[config.mk]
export PLATFORM = sky130hd
export DESIGN_NAME = game_round_controller_flat
export DESIGN_NICKNAME = d
export VERILOG_FILES = /design/src/rtl/game_round_if.sv /design/src/rtl/game_round_controller.sv /design/src/flat_wrapper.sv
export SDC_FILE = /design/constraint.sdc
export NUM_CORES = 1
export LEC_CHECK = 0
export CORE_ASPECT_RATIO = 1.25
export CORE_MARGIN = 2
export CORE_UTILIZATION = 40
export CTS_CLUSTER_SIZE = 20
export DETAILED_ROUTE_END_ITERATION = 12
export GPL_ROUTABILITY_DRIVEN = 0
export SLEW_MARGIN = 40
export SYNTH_ARGS = -nofsm -noshare
export SYNTH_HDL_FRONTEND = slang
export SYNTH_SLANG_ARGS = --single-unit
export TNS_END_PERCENT = 5
[constraint.sdc]
create_clock -name clk -period 2.7 [get_ports clk]
set_input_delay 0.27 -clock clk [delete_from_list [all_inputs] [get_ports clk]]
set_output_delay 0.27 -clock clk [all_outputs]
set_load 0.01 [all_outputs]
[src/rtl/game_round_if.sv]
// Round-controller bundle: frame/goal/start requests in, game status and ball control out.
// Purely combinational wiring; adds no latency.
// No backpressure: every request is sampled on the cycle it is presented.
interface game_round_if;
  logic       frame_tick;
  logic       start;
  logic       goal_left;
  logic       goal_right;
  logic [2:0] state;
  logic [2:0] p1_score;
  logic [2:0] p2_score;
  logic [1:0] winner;
  logic       serve_dir;
  logic       ball_load;
  logic       ball_run;

  // Stimulus / game-logic side: drives the requests and observes the status.
  modport master (
    output frame_tick, start, goal_left, goal_right,
    input  state, p1_score, p2_score, winner, serve_dir, ball_load, ball_run
  );

  // Controller side.
  modport slave (
    input  frame_tick, start, goal_left, goal_right,
    output state, p1_score, p2_score, winner, serve_dir, ball_load, ball_run
  );
endinterface

[src/rtl/game_round_controller.sv]
// Pong round controller: IDLE -> SERVE -> PLAY -> POINT/OVER, with scoring and serve direction.
// State and scores update one cycle after a frame_tick; ball_load and ball_run decode the state register directly.
// No backpressure; ROUND_AUTOSTART_EN adds an idle counter that starts a game after AUTOSTART_FRAMES idle ticks.
module game_round_controller #(
  parameter int WIN_SCORE        = 7,
  parameter int SERVE_FRAMES     = 60,
  parameter int POINT_FRAMES     = 90,
  parameter int AUTOSTART_FRAMES = 600
) (
  input  logic         clk,
  input  logic         reset,
  game_round_if.slave  bus
);

  // Reject parameter values the 3-bit scores and 10-bit frame counters cannot hold.
  if (WIN_SCORE < 1 || WIN_SCORE > 7)
    $error("WIN_SCORE must be in 1..7");
  if (SERVE_FRAMES < 1 || SERVE_FRAMES > 1023)
    $error("SERVE_FRAMES must be in 1..1023");
  if (POINT_FRAMES < 1 || POINT_FRAMES > 1023)
    $error("POINT_FRAMES must be in 1..1023");
  if (AUTOSTART_FRAMES < 1 || AUTOSTART_FRAMES > 1023)
    $error("AUTOSTART_FRAMES must be in 1..1023");

  typedef enum logic [2:0] {
    S_IDLE  = 3'd0,
    S_SERVE = 3'd1,
    S_PLAY  = 3'd2,
    S_POINT = 3'd3,
    S_OVER  = 3'd4
  } state_t;

  localparam logic [2:0] WIN_Q      = 3'(WIN_SCORE);
  localparam logic [9:0] SERVE_LOAD = 10'(SERVE_FRAMES - 1);
  localparam logic [9:0] POINT_LOAD = 10'(POINT_FRAMES - 1);

  state_t     state_q, state_d;
  logic [2:0] p1_q, p1_d;
  logic [2:0] p2_q, p2_d;
  logic [1:0] winner_q, winner_d;
  logic       dir_q, dir_d;
  logic [9:0] cnt_q, cnt_d;
  logic       pend_q, pend_d;
  logic       idle_or_over;
  logic       go;

`ifdef ROUND_AUTOSTART_EN
  localparam logic [9:0] AUTO_LAST = 10'(AUTOSTART_FRAMES - 1);
  logic [9:0] idle_q, idle_d;
`endif

  assign idle_or_over = (state_q == S_IDLE) || (state_q == S_OVER);

  // A game begins on a tick in IDLE/OVER when start is held, was latched earlier, or the idle timer expires.
  always_comb begin
    go = idle_or_over && bus.frame_tick && (pend_q || bus.start);
`ifdef ROUND_AUTOSTART_EN
    if (idle_or_over && bus.frame_tick && (idle_q == AUTO_LAST)) go = 1'b1;
`endif
  end

  // Next-state, scoring and frame counting; everything except start latching waits for frame_tick.
  always_comb begin
    state_d  = state_q;
    p1_d     = p1_q;
    p2_d     = p2_q;
    winner_d = winner_q;
    dir_d    = dir_q;
    cnt_d    = cnt_q;
    pend_d   = pend_q;
`ifdef ROUND_AUTOSTART_EN
    idle_d   = idle_or_over ? idle_q : 10'd0;
    if (idle_or_over && bus.frame_tick) idle_d = idle_q + 10'd1;
`endif

    // A start request between ticks is remembered until the next tick.
    if (idle_or_over && bus.start) pend_d = 1'b1;

    if (bus.frame_tick) begin
      unique case (state_q)
        S_IDLE, S_OVER: begin
          if (go) begin
            pend_d   = 1'b0;
            p1_d     = 3'd0;
            p2_d     = 3'd0;
            winner_d = 2'd0;
            cnt_d    = SERVE_LOAD;
            state_d  = S_SERVE;
`ifdef ROUND_AUTOSTART_EN
            idle_d   = 10'd0;
`endif
          end
        end
        S_SERVE: begin
          if (cnt_q == 10'd0) state_d = S_PLAY;
          else                cnt_d   = cnt_q - 10'd1;
        end
        S_PLAY: begin
          // A double touch is ambiguous and scores nothing; the score guards keep counters from passing WIN_SCORE.
          if (bus.goal_right && !bus.goal_left && (p1_q < WIN_Q)) begin
            p1_d  = p1_q + 3'd1;
            dir_d = 1'b1;
            if (p1_d == WIN_Q) begin
              winner_d = 2'd1;
              state_d  = S_OVER;
            end else begin
              cnt_d   = POINT_LOAD;
              state_d = S_POINT;
            end
          end else if (bus.goal_left && !bus.goal_right && (p2_q < WIN_Q)) begin
            p2_d  = p2_q + 3'd1;
            dir_d = 1'b0;
            if (p2_d == WIN_Q) begin
              winner_d = 2'd2;
              state_d  = S_OVER;
            end else begin
              cnt_d   = POINT_LOAD;
              state_d = S_POINT;
            end
          end
        end
        S_POINT: begin
          if (cnt_q == 10'd0) begin
            cnt_d   = SERVE_LOAD;
            state_d = S_SERVE;
          end else begin
            cnt_d = cnt_q - 10'd1;
          end
        end
        default: state_d = S_IDLE;
      endcase
    end
  end

  // State register with asynchronous clear to a fresh, idle game.
  always_ff @(posedge clk or negedge reset) begin
    if (!reset) begin
      state_q  <= S_IDLE;
      p1_q     <= 3'd0;
      p2_q     <= 3'd0;
      winner_q <= 2'd0;
      dir_q    <= 1'b0;
      cnt_q    <= 10'd0;
      pend_q   <= 1'b0;
`ifdef ROUND_AUTOSTART_EN
      idle_q   <= 10'd0;
`endif
    end else begin
      state_q  <= state_d;
      p1_q     <= p1_d;
      p2_q     <= p2_d;
      winner_q <= winner_d;
      dir_q    <= dir_d;
      cnt_q    <= cnt_d;
      pend_q   <= pend_d;
`ifdef ROUND_AUTOSTART_EN
      idle_q   <= idle_d;
`endif
    end
  end

  assign bus.state     = state_q;
  assign bus.p1_score  = p1_q;
  assign bus.p2_score  = p2_q;
  assign bus.winner    = winner_q;
  assign bus.serve_dir = dir_q;
  assign bus.ball_load = (state_q == S_IDLE) || (state_q == S_SERVE);
  assign bus.ball_run  = (state_q == S_PLAY);

endmodule

[src/flat_wrapper.sv]
// flat-port wrapper written by rule: the top's interface ports become plain ports
module game_round_controller_flat 
#(
  parameter int WIN_SCORE        = 7,
  parameter int SERVE_FRAMES     = 60,
  parameter int POINT_FRAMES     = 90,
  parameter int AUTOSTART_FRAMES = 600
)
  (clk, reset, bus_frame_tick, bus_start, bus_goal_left, bus_goal_right, bus_state, bus_p1_score, bus_p2_score, bus_winner, bus_serve_dir, bus_ball_load, bus_ball_run);
  game_round_if bus_i ();
  input  logic clk;
  input  logic reset;
  input wire logic [$bits(bus_i.frame_tick)-1:0] bus_frame_tick;
  input wire logic [$bits(bus_i.start)-1:0] bus_start;
  input wire logic [$bits(bus_i.goal_left)-1:0] bus_goal_left;
  input wire logic [$bits(bus_i.goal_right)-1:0] bus_goal_right;
  output wire logic [$bits(bus_i.state)-1:0] bus_state;
  output wire logic [$bits(bus_i.p1_score)-1:0] bus_p1_score;
  output wire logic [$bits(bus_i.p2_score)-1:0] bus_p2_score;
  output wire logic [$bits(bus_i.winner)-1:0] bus_winner;
  output wire logic [$bits(bus_i.serve_dir)-1:0] bus_serve_dir;
  output wire logic [$bits(bus_i.ball_load)-1:0] bus_ball_load;
  output wire logic [$bits(bus_i.ball_run)-1:0] bus_ball_run;
  assign bus_i.frame_tick = bus_frame_tick;
  assign bus_i.start = bus_start;
  assign bus_i.goal_left = bus_goal_left;
  assign bus_i.goal_right = bus_goal_right;
  assign bus_state = bus_i.state;
  assign bus_p1_score = bus_i.p1_score;
  assign bus_p2_score = bus_i.p2_score;
  assign bus_winner = bus_i.winner;
  assign bus_serve_dir = bus_i.serve_dir;
  assign bus_ball_load = bus_i.ball_load;
  assign bus_ball_run = bus_i.ball_run;
  game_round_controller #(.WIN_SCORE(WIN_SCORE), .SERVE_FRAMES(SERVE_FRAMES), .POINT_FRAMES(POINT_FRAMES), .AUTOSTART_FRAMES(AUTOSTART_FRAMES)) u_core (.clk(clk), .reset(reset), .bus(bus_i));
endmodule
* Yosys cells after proc, flatten, opt, wreduce, memory -nomap -nowiden *
Cells that the tools add are included.

word-level totals
  flip-flop bits (word level) = 23
  input bits = 6
  output and inout bits = 14

cells by class
  add/sub/neg operators = 3
  order comparisons = 2
  eq/ne operators = 18
  muxes and demuxes = 34
  reductions and logical operators = 24

operators with widths
  kind                     number
  $mux W10                 7
  $pmux W10 S4             1
  $mux W3                  11
  $pmux W3 S2              2
  $pmux W3 S4              1
  $logic_not A10 Y1        1
  $mux W2                  5
  $ne A2 B1 Y1 const B     5
  $reduce_and A5 Y1        2
  $sub A10 B1 Y10 const B  1
  $eq A3 B3 Y1 const B     3
  $logic_and A1 B1 Y1      7
  $reduce_and A7 Y1        1
  $add A3 B1 Y3 const B    2
  $eq A3 B2 Y1 const B     2
  $lt A3 B3 Y1 const B     2
  $mux W1                  6
  $ne A3 B1 Y1 const B     2
  $ne A3 B3 Y1 const B     2
  $reduce_and A6 Y1        1
  $ne A2 B2 Y1 const B     2
  $pmux W2 S2              1
  $reduce_and A4 Y1        1
  $reduce_bool A2 Y1       2
  8 further kinds          11

* Logic depth before layout (Yosys ltp) *
  depth after elaboration = 7
  depth in mapped cells = 8
  gate-level depth less buffers = 7

* Worst setup path before layout *
OpenSTA, ideal clock, no wires.

  path type = reg-to-reg
  start = register u_core.p1_q[0] (netlist: u_core.bus.p1_score[0])
  end = register u_core.cnt_q[3]
  setup time = 139 ps
  data arrival time = 1745 ps
  data required time = 2561 ps
  setup slack = 816 ps
  cell stages (with the launch flop) = 7
  path buffers = 0
  clock period less this slack = 1884 ps
  path through = dfrtp_1 -> ha_1 -> xor2_1 -> and4_1 -> o21a_2 -> nor4_4 -> a31oi_1

on the way
  longest elaborated chain between the ends = 4
  elaborated cells between the ends (all ways) = 10
  those cells by class = 1 x add/sub; 1 x order compare; 4 x eq/ne; 2 x mux; 2 x reduce/logical

ends and longest elaborated chain
  item                                                                line                                                        text
  from (decl)                                                         game_round_controller.sv:38                                 logic [2:0] p1_q, p1_d;
  from (signal assigned)                                              game_round_controller.sv:150                                p1_q <= p1_d;
  $add A3 B1 Y3 / $lt A3 B3 Y1 (equally long branches)                game_round_controller.sv:101, game_round_controller.sv:100
  $eq A3 B3 Y1 / $logic_and A1 B1 Y1 (equally long branches)          game_round_controller.sv:103, game_round_controller.sv:100
  $ne A3 B3 Y1 (no line) (tied with other cells)                      n/a
  $reduce_and A7 Y1 (no line) / $pmux W10 S4 (equally long branches)  n/a
  to (signal assigned)                                                game_round_controller.sv:154                                cnt_q <= cnt_d;
  to (decl)                                                           game_round_controller.sv:42                                 logic [9:0] cnt_q, cnt_d;

Parallel ways exist; a longest one is shown, timed or not.
A chain may end at the register's enable or synchronous reset.

* Worst setup path after layout *
  start = register u_core.state_q[1] (netlist: u_core.bus.state[1])
  end = output port bus_ball_run

on the way
  longest elaborated chain between the ends = 1

ends and longest elaborated chain
  item                    line                          text
  from (decl)             game_round_controller.sv:37   state_t state_q, state_d;
  from (signal assigned)  game_round_controller.sv:149  state_q <= state_d;
  $eq A3 B2 Y1            game_round_controller.sv:168  assign bus.ball_run = (state_q == S_PLAY);
  to (decl)               flat_wrapper.sv:23            output wire logic [$bits(bus_i.ball_run)-1:0] bus_ball_run;

Every way passes these cells.

==> impl_results.md <==
* Via density at approximately 6
* Starting density of the core at 41.67%
* Clk slew on worst S/H paths at ~0.08 ns
* Global route overflow at 0
* Pwr Density at ~800 nW/um^2
* Layout area overhead at 15.68%
* Synth Flop Type: dfrtp_1
* 1st-pass router iterations at 4
* Hold-fix buffers, CTS at 0
* Die width at approximately 60 um
* Antenna violations before repair at 0
* TritonCTS Buffers at 3
* WL final at about 3700 um
* Worst-Skew Late Latency at 0.27 ns
* Post-synth cell types at 53
* CP Max Fanout at 13
* Vias in the first global route at about 1400
* Fmax achieved at about 430 MHz
* Most common cell after layout, fill and taps aside: dfrtp_1
* Cell Area, Synth at 1564 sq um
* H-Tree Depth at 1
* Yosys reg bits at 23
* Share of post-route cells with drive strength above 1 at between 10% and 20%
* Global-route wire length before repair at 6113 um
* Worst EP required at 2.43 ns
* I/O pins at 20
* Largest net degree at the start of global routing at 24
* Final setup viols at 0
* TritonCTS clock tree: done
* Gate Count Post-Synth at between 150 and 200
* Synth Warn # at 0
* Fin crit share at between 80% and 90%
* Placement Setup Slack at 0.5118 ns
* Final Max Tran Viols at 0
* Syn Nets at approximately 180
* Post-synth top area cell: dfrtp_1
* Outcome: complete, no violations
* Number of fill cells in the layout at ~370
* CTS Buffer Depth at 2
* Period minus WS final at 2.343 ns
* Core area at 3754 sq um
* CP Class: flip-flop to output pin
* Row count at 25
* Layout net count at ~200
* Yosys top cell area share at ~37%
* CTS Root Buffer Type: clkbuf_8
* Max-cap viol count at 0
* RSZ-0062 raised after global routing: no
* Diode count at 0
* Mean routed wirelength per cell at 16.63 um
* Die Area at 4429 sq um
* Mean Syn Cell Area at approximately 9.5 sq um
* Critical path startpoint category: flip-flop
* Relative slew margins at 59.15%
* Static Leak at 0.0007443 uW
* Crit. End Element: output pin
* Hold/Removal Path Class: input pin to asynchronous set/reset pin
* Clock Skew at about 0.0029 ns
* Setup_tns at 0 ns
* Port bufs at 19
* Register area share after synthesis at around 37%
* FFs w/ async S/R, synth at 100.0%
* Resized Gates After CTS at 0
* Post-CTS setup buffer count at 0
* Tightest Pin Transition at 0.6081 ns
* Die H at approximately 74 um
* Detailed Place HPWL at between 2000 and 3000 um
* GRT Total Usage at 18.09%
* Fin. Hold Viols at 0
* Final WS setup at between 0.3 and 0.4 ns
* Top cells by area, synth: dfrtp_1 (37%), o21ai_0 (5.1%), ha_1 (4.0%)
* Critical path data arrival time at just over 2 ns
* DRC errors left at 0
* Iter 0 DRT Violations at 59
* Peak supply drop at between 0.4 and 0.5 mV
* Number of flops mapped to enable cells by yosys at 0
* CTS sink cnt at 23
* Commonest non-fill, non-tap cells in the layout: dfrtp_1 (23), clkdlybuf4s50_1 (19), o21ai_0 (16)
* Vias at about 1400
* Routed Antenna Nets at 0
==> report_power, final <==
| part | internal, uW | leakage, uW | switching, uW |
|---|---|---|---|
| sequential | 434 | 0.000291 | 125 |
| combinational | 296 | 0.000431 | 382 |
| clock | 106 | 0.0000228 | 109 |
| total | 836 | 0.000744 | 616 |
==> logic make-up (layout without fill, tap and decap cells) <==
logic type | after synthesis | count (layout) | share of synthesized area, %
flops | 23 | 23 | 36.80
compound gates | 53 | 53 | 26.00
buf+inv | 14 | 34 | 5.920
simple gates | 65 | 65 | 24.80
mux | 2 | 2 | 1.360
xor+xnor | 2 | 2 | 1.120
fa+ha+maj | 5 | 5 | 4.000
==> state kept, by name, indices dropped and copies added (netlist names) <==
| name | flops |
|---|---|
| u_core.bus.p2_score | 3 |
| u_core.bus.winner | 2 |
| u_core.pend_q | 1 |
| u_core.bus.serve_dir | 1 |
| u_core.bus.state | 3 |
| u_core.cnt_q | 10 |
| u_core.bus.p1_score | 3 |
==> area by class of cell <==
type                    count  area [sq um]  area share [%]
multi-input cells         127         895.9           49.52
flip-flops and latches     23         575.6           31.81
inverters                   8         30.03           1.660
repair buffers             22         212.7           11.76
well taps                  40         50.05           2.766
clock buffers               4         45.04           2.490
==> stage by stage <==
stage               hold WS [ns]  power (uW)  utilization (%)  area [sq um]  cells
floorplan               -0.02559        1025                -          1564    164
global placement          0.4710        1224            47.00          1764    220
detailed placement        0.4862        1239            47.00          1764    220
CTS                       0.3561        1459            48.20          1809    224
global route              0.3767        1563            48.20          1809    224
finish                    0.3516        1452            48.20          1809    224
==> critical path, cell delays in order, from the launching register on <==
cell and delay, ns:
dfrtp_1 0.60, nor2b_1 0.23, nand2b_1 0.21, inv_2 0.19, clkdlybuf4s50_1 0.57
==> cells in the mapped netlist (2+ instances only) <==
| cell type | n |
|---|---|
| dfrtp_1 | 23 |
| nand2_1 | 15 |
| a41oi_1 | 5 |
| inv_1 | 7 |
| nand2b_1 | 6 |
| o31a_1 | 2 |
| nor2b_1 | 3 |
| nor4_4 | 2 |
| ha_1 | 5 |
| a31oi_1 | 4 |
| nand4_1 | 4 |
| clkbuf_8 | 3 |
| and3_1 | 2 |
| a22o_1 | 3 |
| a21oi_1 | 4 |
| nand3_1 | 5 |
| o21ai_0 | 16 |
| nor2_1 | 11 |
| o2bb2ai_1 | 3 |
| xor2_1 | 2 |
| nor3_1 | 5 |
| nor4b_1 | 2 |
| buf_2 | 2 |
==> routing by layer <==
metal	GRT usage (%)	wire length [um]	vias up
li1	-	-	662
met1	22.81	1690	678
met2	29.59	1880	22
met3	2.817	97	5
met4	9.136	57	0
met5	0	0	-
==> worst paths after layout <==
path | cells after the start | start | slack, ns | endpoint
max in group asynchronous | 2 | reset | 2.12 | u_core.bus.serve_dir
setup reg to reg | 5 | u_core.cnt_q[3] | 0.57 | u_core.cnt_q[5]
setup / recovery | 4 | u_core.bus.state[1] | 0.36 | bus_ball_run
hold / removal | 2 | reset | 0.35 | u_core.cnt_q[0]
min in group clk | 1 | u_core.cnt_q[0] | 0.51 | u_core.cnt_q[0]
hold reg to reg | 1 | u_core.cnt_q[0] | 0.51 | u_core.cnt_q[0]
(Power assumes the default switching activity.)
